**config.mk**
```make
export PLATFORM = sky130hd
export DESIGN_NAME = shot_detect
export DESIGN_NICKNAME = d
export VERILOG_FILES = /design/src/rtl/accel_pkg.sv /design/src/rtl/movavg_filter.sv /design/src/rtl/shot_detect.sv
export SDC_FILE = /design/constraint.sdc
export NUM_CORES = 1
export LEC_CHECK = 0
export CORE_MARGIN = 2
export CORE_UTILIZATION = 59
export CTS_CLUSTER_DIAMETER = 50
export DETAILED_ROUTE_END_ITERATION = 6
export PLACE_DENSITY = 0.89
export SLEW_MARGIN = 10
export SYNTH_ARGS = -nofsm -noshare
export SYNTH_HDL_FRONTEND = slang
export SYNTH_SLANG_ARGS = --single-unit
```
**constraint.sdc**
```tcl
create_clock -name iclk -period 5.6 [get_ports iclk]
set_input_delay 1.4 -clock iclk [delete_from_list [all_inputs] [get_ports iclk]]
set_output_delay 1.4 -clock iclk [all_outputs]
set_load 0.005 [all_outputs]
```
**src/rtl/accel_pkg.sv**
```systemverilog
// accel_pkg: types and default constants shared by the accelerometer
// shot-detection path (moving-average filter and gesture FSM).
package accel_pkg;

    // Width of one accelerometer sample as delivered by the SPI master.
    localparam int SAMPLE_W = 16;

    // Gesture FSM states. The encoding is visible on state_dbg.
    typedef enum logic [1:0] {
        IDLE     = 2'd0,
        WINDUP   = 2'd1,
        RELEASE  = 2'd2,
        COOLDOWN = 2'd3
    } shot_state_t;

    // Default filter window and gesture thresholds.
    localparam int                          AVG_LOG2_DEF         = 2;
    localparam logic signed [SAMPLE_W-1:0] BACK_THR_DEF         = -16'sd400;
    localparam logic signed [SAMPLE_W-1:0] FWD_THR_DEF          = 16'sd600;
    localparam int                          WIN_SAMPLES_DEF      = 64;
    localparam int                          COOLDOWN_SAMPLES_DEF = 128;

endpackage

```
**src/rtl/movavg_filter.sv**
```systemverilog
// movavg_filter: moving average over the last 2^AVG_LOG2 samples, kept as a
// running sum so each new sample costs one add and one subtract. The output
// is floored (arithmetic shift) and held between strobes; the strobe stays
// low until the window has been filled once since reset.
module movavg_filter
    import accel_pkg::*;
#(
    parameter int AVG_LOG2 = AVG_LOG2_DEF
) (
    input  logic                       iclk,
    input  logic                       rst,
    input  logic signed [SAMPLE_W-1:0] x_raw,
    input  logic                       x_valid,
    output logic signed [SAMPLE_W-1:0] x_filt,
    output logic                       filt_valid
);

    localparam int DEPTH  = 1 << AVG_LOG2;
    localparam int SUM_W  = SAMPLE_W + AVG_LOG2;
    localparam int FILL_W = AVG_LOG2 + 1;

    // buf_q[0] is the newest sample, buf_q[DEPTH-1] the oldest.
    logic signed [SAMPLE_W-1:0] buf_q [DEPTH];
    logic signed [SUM_W-1:0]    sum_q, sum_d;
    logic [FILL_W-1:0]          fill_q, fill_d;
    logic signed [SAMPLE_W-1:0] x_filt_q, x_filt_d;
    logic                       filt_valid_q, filt_valid_d;

    // Next running sum, fill level and filtered output for an incoming sample.
    always_comb begin
        // NOTE: every signal driven here gets a default first, so no path
        // leaves one unassigned and no latch is inferred.
        sum_d        = sum_q;
        fill_d       = fill_q;
        x_filt_d     = x_filt_q;
        filt_valid_d = 1'b0;
        if (x_valid) begin
            sum_d    = sum_q + SUM_W'(x_raw) - SUM_W'(buf_q[DEPTH-1]);
            x_filt_d = SAMPLE_W'(sum_d >>> AVG_LOG2);
            if (fill_q != FILL_W'(DEPTH)) begin
                fill_d = fill_q + FILL_W'(1);
            end
            // This sample completes (or extends) a full window.
            filt_valid_d = (fill_q >= FILL_W'(DEPTH - 1));
        end
    end

    // Sample buffer, running sum, fill counter and output registers.
    always_ff @(posedge iclk or posedge rst) begin
        if (rst) begin
            // NOTE: the buffer is cleared together with the sum, because the
            // running sum is only correct while it equals the buffer total.
            for (int i = 0; i < DEPTH; i++) begin
                buf_q[i] <= '0;
            end
            sum_q        <= '0;
            fill_q       <= '0;
            x_filt_q     <= '0;
            filt_valid_q <= 1'b0;
        end else begin
            // NOTE: non-blocking assignments let the shift read the old
            // contents of every slot, regardless of statement order.
            if (x_valid) begin
                buf_q[0] <= x_raw;
                for (int i = 1; i < DEPTH; i++) begin
                    buf_q[i] <= buf_q[i-1];
                end
            end
            sum_q        <= sum_d;
            fill_q       <= fill_d;
            x_filt_q     <= x_filt_d;
            filt_valid_q <= filt_valid_d;
        end
    end

    assign x_filt     = x_filt_q;
    assign filt_valid = filt_valid_q;

endmodule

```
**src/rtl/shot_detect.sv**
```systemverilog
// shot_detect: recognises a basketball shot in the filtered X-axis stream.
// A wind-up (filtered X at or below BACK_THR) followed within WIN_SAMPLES
// filtered samples by a release (at or above FWD_THR) produces a one-cycle
// shot_valid carrying the peak release value. A cooldown then ignores
// COOLDOWN_SAMPLES filtered samples. The FSM only moves on filt_valid.
module shot_detect
    import accel_pkg::*;
#(
    parameter int                          AVG_LOG2         = AVG_LOG2_DEF,
    parameter logic signed [SAMPLE_W-1:0] BACK_THR         = BACK_THR_DEF,
    parameter logic signed [SAMPLE_W-1:0] FWD_THR          = FWD_THR_DEF,
    parameter int                          WIN_SAMPLES      = WIN_SAMPLES_DEF,
    parameter int                          COOLDOWN_SAMPLES = COOLDOWN_SAMPLES_DEF
) (
    input  logic                       iclk,
    input  logic                       rst,
    input  logic signed [SAMPLE_W-1:0] x_raw,
    input  logic                       x_valid,
    output logic signed [SAMPLE_W-1:0] x_filt,
    output logic                       filt_valid,
    output logic                       shot_valid,
    output logic signed [SAMPLE_W-1:0] shot_peak,
    output logic [1:0]                 state_dbg,
    output logic                       busy
);

    // One counter serves every timed state, so it is sized for the longest.
    localparam int CNT_LIMIT = (WIN_SAMPLES > COOLDOWN_SAMPLES) ? WIN_SAMPLES
                                                                 : COOLDOWN_SAMPLES;
    localparam int CNT_W = $clog2(CNT_LIMIT);
    localparam logic [CNT_W-1:0] WIN_LAST = CNT_W'(WIN_SAMPLES - 1);
    localparam logic [CNT_W-1:0] CD_LAST  = CNT_W'(COOLDOWN_SAMPLES - 1);

    shot_state_t                state_q, state_d;
    logic [CNT_W-1:0]           cnt_q, cnt_d;
    logic signed [SAMPLE_W-1:0] peak_q, peak_d;
    logic signed [SAMPLE_W-1:0] rel_peak;
    logic                       shot_valid_q, shot_valid_d;
    logic signed [SAMPLE_W-1:0] shot_peak_q, shot_peak_d;

    movavg_filter #(
        .AVG_LOG2 (AVG_LOG2)
    ) u_filter (
        .iclk       (iclk),
        .rst        (rst),
        .x_raw      (x_raw),
        .x_valid    (x_valid),
        .x_filt     (x_filt),
        .filt_valid (filt_valid)
    );

    // State register plus the counter, running peak and shot outputs.
    always_ff @(posedge iclk or posedge rst) begin
        if (rst) begin
            state_q      <= IDLE;
            cnt_q        <= '0;
            peak_q       <= '0;
            shot_valid_q <= 1'b0;
            shot_peak_q  <= '0;
        end else begin
            state_q      <= state_d;
            cnt_q        <= cnt_d;
            peak_q       <= peak_d;
            shot_valid_q <= shot_valid_d;
            shot_peak_q  <= shot_peak_d;
        end
    end

    // Next-state logic: one transition per filtered sample.
    always_comb begin
        state_d      = state_q;
        cnt_d        = cnt_q;
        peak_d       = peak_q;
        shot_valid_d = 1'b0;
        rel_peak     = (x_filt > peak_q) ? x_filt : peak_q;
        if (filt_valid) begin
            case (state_q)
                IDLE: begin
                    if (x_filt <= BACK_THR) begin
                        state_d = WINDUP;
                        cnt_d   = '0;
                    end
                end
                WINDUP: begin
                    if (x_filt >= FWD_THR) begin
                        state_d = RELEASE;
                        peak_d  = x_filt;
                        cnt_d   = '0;
                    end else if (cnt_q == WIN_LAST) begin
                        state_d = IDLE;
                        cnt_d   = '0;
                    end else begin
                        cnt_d = cnt_q + CNT_W'(1);
                    end
                end
                RELEASE: begin
                    peak_d = rel_peak;
                    // Release ends when X drops back or the window runs out;
                    // either way the shot is reported with the peak so far.
                    if ((x_filt < FWD_THR) || (cnt_q == WIN_LAST)) begin
                        shot_valid_d = 1'b1;
                        state_d      = COOLDOWN;
                        cnt_d        = '0;
                    end else begin
                        cnt_d = cnt_q + CNT_W'(1);
                    end
                end
                COOLDOWN: begin
                    if (cnt_q == CD_LAST) begin
                        state_d = IDLE;
                        cnt_d   = '0;
                    end else begin
                        cnt_d = cnt_q + CNT_W'(1);
                    end
                end
                default: begin
                    state_d = IDLE;
                    cnt_d   = '0;
                end
            endcase
        end
        shot_peak_d = shot_valid_d ? rel_peak : shot_peak_q;
    end

    // Output logic: everything comes straight from registers.
    always_comb begin
        state_dbg  = state_q;
        busy       = (state_q != IDLE);
        shot_valid = shot_valid_q;
        shot_peak  = shot_peak_q;
    end

endmodule

```
Yosys cells after proc, flatten, opt, wreduce, memory -nomap -nowiden

Index checks and enable logic that the tools add are counted.

Register bits: 144
Word-level logic and storage cells: 60

Add/sub/neg operators: 4
Magnitude comparators: 5
Equality and inequality tests: 11
Mux-type cells: 19
Reductions and logical operators: 8

Operators by type and width:

| operator                                              | number |
|---|---|
| 2-to-1 mux 7 bit                                      | 5 |
| 2-to-1 mux 16 bit                                     | 2 |
| case mux 16 bit (2 select lines)                      | 1 |
| case mux 7 bit (4 select lines)                       | 1 |
| adder 18 x 16 -> 18 bit                               | 1 |
| subtractor 18 x 16 -> 18 bit                          | 1 |
| >= comparator 16 x 11 -> 1 bit, second input constant | 1 |
| greater-than comparator 16 bit                        | 1 |
| <= comparator 16 x 10 -> 1 bit, second input constant | 1 |
| < comparator 16 x 11 -> 1 bit, second input constant  | 1 |
| 2-to-1 mux 2 bit                                      | 5 |
| != test 2 bit, second input constant                  | 4 |
| case mux 2 bit (4 select lines)                       | 1 |
| adder 7 x 1 -> 7 bit, second input constant           | 1 |
| == test 7 x 6 -> 1 bit, second input constant         | 1 |
| == test 7 bit, second input constant                  | 1 |
| != test 3 bit, second input constant                  | 2 |
| AND reduction 5 bit                                   | 1 |
| == test 2 bit, second input constant                  | 2 |
| 2-to-1 mux 1 bit                                      | 4 |
| AND reduction 2 bit                                   | 2 |
| nonzero test 2 bit                                    | 2 |
| adder 3 x 1 -> 3 bit, second input constant           | 1 |
| >= comparator 3 x 2 -> 1 bit, second input constant   | 1 |
| 4 further kinds                                       | 4 |

Depth between registers and ports, before layout

Depth after elaboration: 5
Depth in mapped cells: 12
Mapped depth without buffers: 12

By module

A second synthesis with hierarchy kept.

Cell total of the unflattened synthesis: 684
Area total of the unflattened synthesis: 7308.3 um^2

Modules (own cells, without submodules):

| module        | instances | cells an instance | area an instance (um^2) |
|---|---|---|---|
| movavg_filter | 1         | 431               | 4858.4 |
| shot_detect   | 1         | 253               | 2449.8 |

Least setup slack after synthesis

Ideal clock, no wire load.

Kind: in2reg
Start: input port x_raw[1]
End: register u_filter.x_filt_q[15], in the netlist u_filter.x_filt[15]
Arrival: 3670 ps
Required time: 5520 ps
Path slack: 1850 ps
Stages: 11
Path buffers: 0
Cells stage by stage: inv_1 fa_1 inv_1 ha_1 a21oi_2 o211ai_4 a31oi_4 nor3b_2 or4_1 o211ai_2 xnor2_1

Word-level cells in the longest chain between the ends: 2

Ends and longest elaborated chain:

| element                      | line                | source |
|---|---|---|
| start: declaration           | shot_detect.sv:17   | `input logic signed [SAMPLE_W-1:0] x_raw,` |
| adder 18 x 16 -> 18 bit      | movavg_filter.sv:38 | `sum_d = sum_q + SUM_W'(x_raw) - SUM_W'(buf_q[DEPTH-1]);` |
| subtractor 18 x 16 -> 18 bit | movavg_filter.sv:38 |  |
| end signal: assignment       | movavg_filter.sv:71 | `x_filt_q <= x_filt_d;` |
| end: declaration             | movavg_filter.sv:26 | `logic signed [SAMPLE_W-1:0] x_filt_q, x_filt_d;` |

No other way between the ends.
A chain may end at the register's enable or synchronous reset.

Worst setup path in the final report

Start: input port x_raw[4]
End: register u_filter.x_filt_q[14], in the netlist u_filter.x_filt[14]

The elaborated chain is that of the path after synthesis.

==> metrics.yaml <==
min_path:
  whs_path_depth: 2
  hold_class: "reg -> reg"
global_route:
  grt_pass1_vias: 5013
  globalRouteTotalUtil_pct: 23.73
  grt_max_degree: 64
  grt_antenna_before_repair: 0
  grt_remaining_overflow: 0
  grt_pass1_wl_mm: 23.93
synthesis:
  synth_fa_ha_area_share_pct: 11.64
  synth_fp_nets: 729
  async_flop_share_pct: 100.0
  yosysSeqAreaShare_pct: 45.01
  synth_compound_gate_area_share_pct: 10.76
  synth-xor-area-share_pct: 2.092
  synth_warnings: 0
  yosys_most_used_dff: "dfrtp_1"
  synth_edf_count: 0
  syn_area_sq_mm: 0.007117
  synth_top_family_by_area: "multiplexers"
  ys_ff_latch: 128
  ys_types: 57
  synthCells: 654
  synth.avg_cell_area_sq_um: 10.88
  synthMuxAreaShare_pct: 15.05
  yosys.area_share.simple_pct: 7.138
worst_setup_path:
  cp-start-kind: "input pin"
  reg2reg_depth: 7
  crit_required_ps: 5890
  r2r_start: "u_filter.x_filt[7]"
  rrSetupSlack_ps: 2510
  critPathLaunch: "x_raw[4]"
  cp_cell_sequence: "clkdlybuf4s50_1 -> inv_1 -> fa_1 -> inv_1 -> ha_1 -> a21oi_4 -> o21bai_1 -> a41o_1 -> a221oi_1 -> o31ai_1 -> xnor2_1 -> mux2i_1"
  cp-end-kind: "register"
  worst-path-buf-inv: 3
  cp_slowest_stage_delay_ps: 540
  cpMostUsedCell: "inv_1"
  rr_endpoint: "peak_q[0]"
  cp_top_family: "compound AO/OA/AOI/OAI gates"
  worstSetupPathType: "in -> reg"
  critPathCapture: "u_filter.x_filt[14]"
  path_max_fanout: 5
  slowest_stage: "fa_1"
  critical_path_arrival_ps: 4320
  critical_path_depth: 12
timing:
  slew_viol_final: 0
  worst_slew_pin_slew_ps: 901.8
  post-route-period-util_pct: 71.94
  fin_worst_skew_ps: 6.520
  setup_tns_ps: 0
  fin_crit_ps: 4029
  max_freq_mhz: 248.2
  hold_viol_final: 0
  setup_ws_ps: 1571
  rsz0062_at_grt: "false"
  setup_viol: 0
  max-slew-margin-rel_pct: 39.88
clock_tree:
  cts-resized-gates: 0
  cts_tree: "yes"
  cts_root_buffer: "clkbuf_16"
  hold_buffers: 0
  cts_setup_buffers: 0
  clk_latency_ps: 420
  cts.sinks: 128
  cts_max_path_buffers: 2
  h-tree-depth: 4
  cts_buffers: 17
  clk_pin_slew_ps: 50
place:
  place_ws_ps: 1204
  port_buffers: 55
  gp_congestion: 0.8970
  place.detailed.hpwl_mm: 9.957
floorplan:
  die_w_um: 113.8
  coreArea_sq_mm: 0.01191
  die_area_sq_mm: 0.01296
  dieHeight_um: 113.8
  rows: 40
  ios: 56
  start_util_pct: 59.75
outcome:
  status: "finished clean"
power_and_ir_drop:
  leakage_nw: 3.834
  p_per_area_mw_per_mm2: 629.5
  ir_worst_vdd_uv: 338.2
routing:
  viasPerCell: 5.614
  first_pass_iters: 4
  ant_nets: 0
  drc: 0
  detail_route.iter0.violations: 406
  wire_per_inst_um: 16.42
  routed_wl_mm: 13.99
  dr_total_vias: 4783
job:
  drv_cap: 0
finish:
  nets: 769
  final_layout_size_suffix_gt1_share_pct: 15.60
  diodes: 0
  area_delta_synth_final_pct: 15.58
==> state kept, by name (all words and copies together) (netlist names), named ones only <==
signal	cells
cnt_q	7
peak_q	16
shot_peak	16
shot_valid	1
state_dbg	1
u_filter.buf_q	64
u_filter.fill_q	3
u_filter.filt_valid	1
u_filter.sum_q	2
u_filter.x_filt	16
==> synth_stat cells (11+ instances only) <==
cell type | number | share of area [%]
mux2i_1 | 35 | 4.9
mux2_2 | 64 | 10
o21ai_0 | 46 | 3.2
a21oi_1 | 27 | 1.9
dfrtp_1 | 128 | 45
clkbuf_1 | 18 | 0.95
xnor2_1 | 11 | 1.4
nand2_1 | 50 | 2.6
inv_1 | 94 | 5.0
buf_4 | 16 | 1.7
nor2_1 | 17 | 0.90
ha_1 | 39 | 6.9
fa_1 | 17 | 4.8
==> how the worst min path moves through the flow <==
| stage | to | from | slack [ps] |
|---|---|---|---|
| floorplan | u_filter.buf_q[15] | u_filter.buf_q[31] | 450 |
| global placement | u_filter.buf_q[15] | u_filter.buf_q[31] | 460 |
| detailed placement | shot_peak[0] | shot_peak[0] | 470 |
| CTS | shot_peak[0] | shot_peak[0] | 480 |
| global route | u_filter.buf_q[15] | u_filter.buf_q[31] | 510 |
| finish | shot_peak[0] | shot_peak[0] | 470 |
==> where the power goes <==
group / switching [W] / internal (W)
clock network: 0.000372 / 0.000716
registers: 0.000255 / 0.00121
logic: 0.00142 / 0.00120
total: 0.00205 / 0.00313
==> cell families after synthesis <==
family                     after synthesis
buffers and inverters                  133
muxes                                   99
and+or+nand+nor                        105
adders and majority gates               56
xor gates and xnor gates                17
DFF                                    128
AOI/OAI and AO/OA                      116
==> metal layers <==
layer | wire length (um) | global-route usage, %
met4 | 306 | 9.512
met3 | 576 | 4.623
met5 | 0 | 0
met1 | 6118 | 30.76
met2 | 6987 | 39.60
==> worst register-to-register path, delay by kind of cell (launching register included) <==
family	cells	cell delay, ps
AOI/OAI and AO/OA	4	1560
DFF	1	450
muxes	1	430
adders and majority gates	1	370
and+or+nand+nor	1	150
==> layout by cell type, fill, tap and decap left out, types with 11 or more instances in the layout <==
cell / synthesis / layout
mux2_2: 64 / 64
clkdlybuf4s50_1: 0 / 54
clkbuf_16: 0 / 17
mux2i_1: 35 / 35
ha_1: 39 / 39
o21ai_0: 46 / 46
inv_1: 94 / 93
nand2_1: 50 / 50
dfrtp_1: 128 / 128
nor2_1: 17 / 17
fa_1: 17 / 17
a21oi_1: 27 / 27
xnor2_1: 11 / 11
==> cell type report <==
type / instances / area (sq um)
fillers: 809 / 3686
multi-input cells: 393 / 3322
flip-flops and latches: 128 / 3203
repair buffers: 59 / 578.1
clock buffers: 24 / 471.7
inverters: 95 / 359.1
well taps: 147 / 183.9
clock inverters: 6 / 107.6
==> per-stage QoR <==
stage | area [sq um] | hold WS, ps | instances | total power [W] | utilization [%]
finish | 8225 | 474.9 | 852 | 0.005178 | 69.05
global route | 8225 | 512.6 | 852 | 0.005586 | 69.05
CTS | 8225 | 484.7 | 852 | 0.005179 | 69.05
detailed placement | 7646 | 473.3 | 822 | 0.004049 | 64.19
global placement | 7646 | 463.4 | 822 | 0.003880 | 64.19
floorplan | 7117 | 449.2 | 654 | 0.003410 | -
Note: power is estimated with default switching activity, not from simulation.
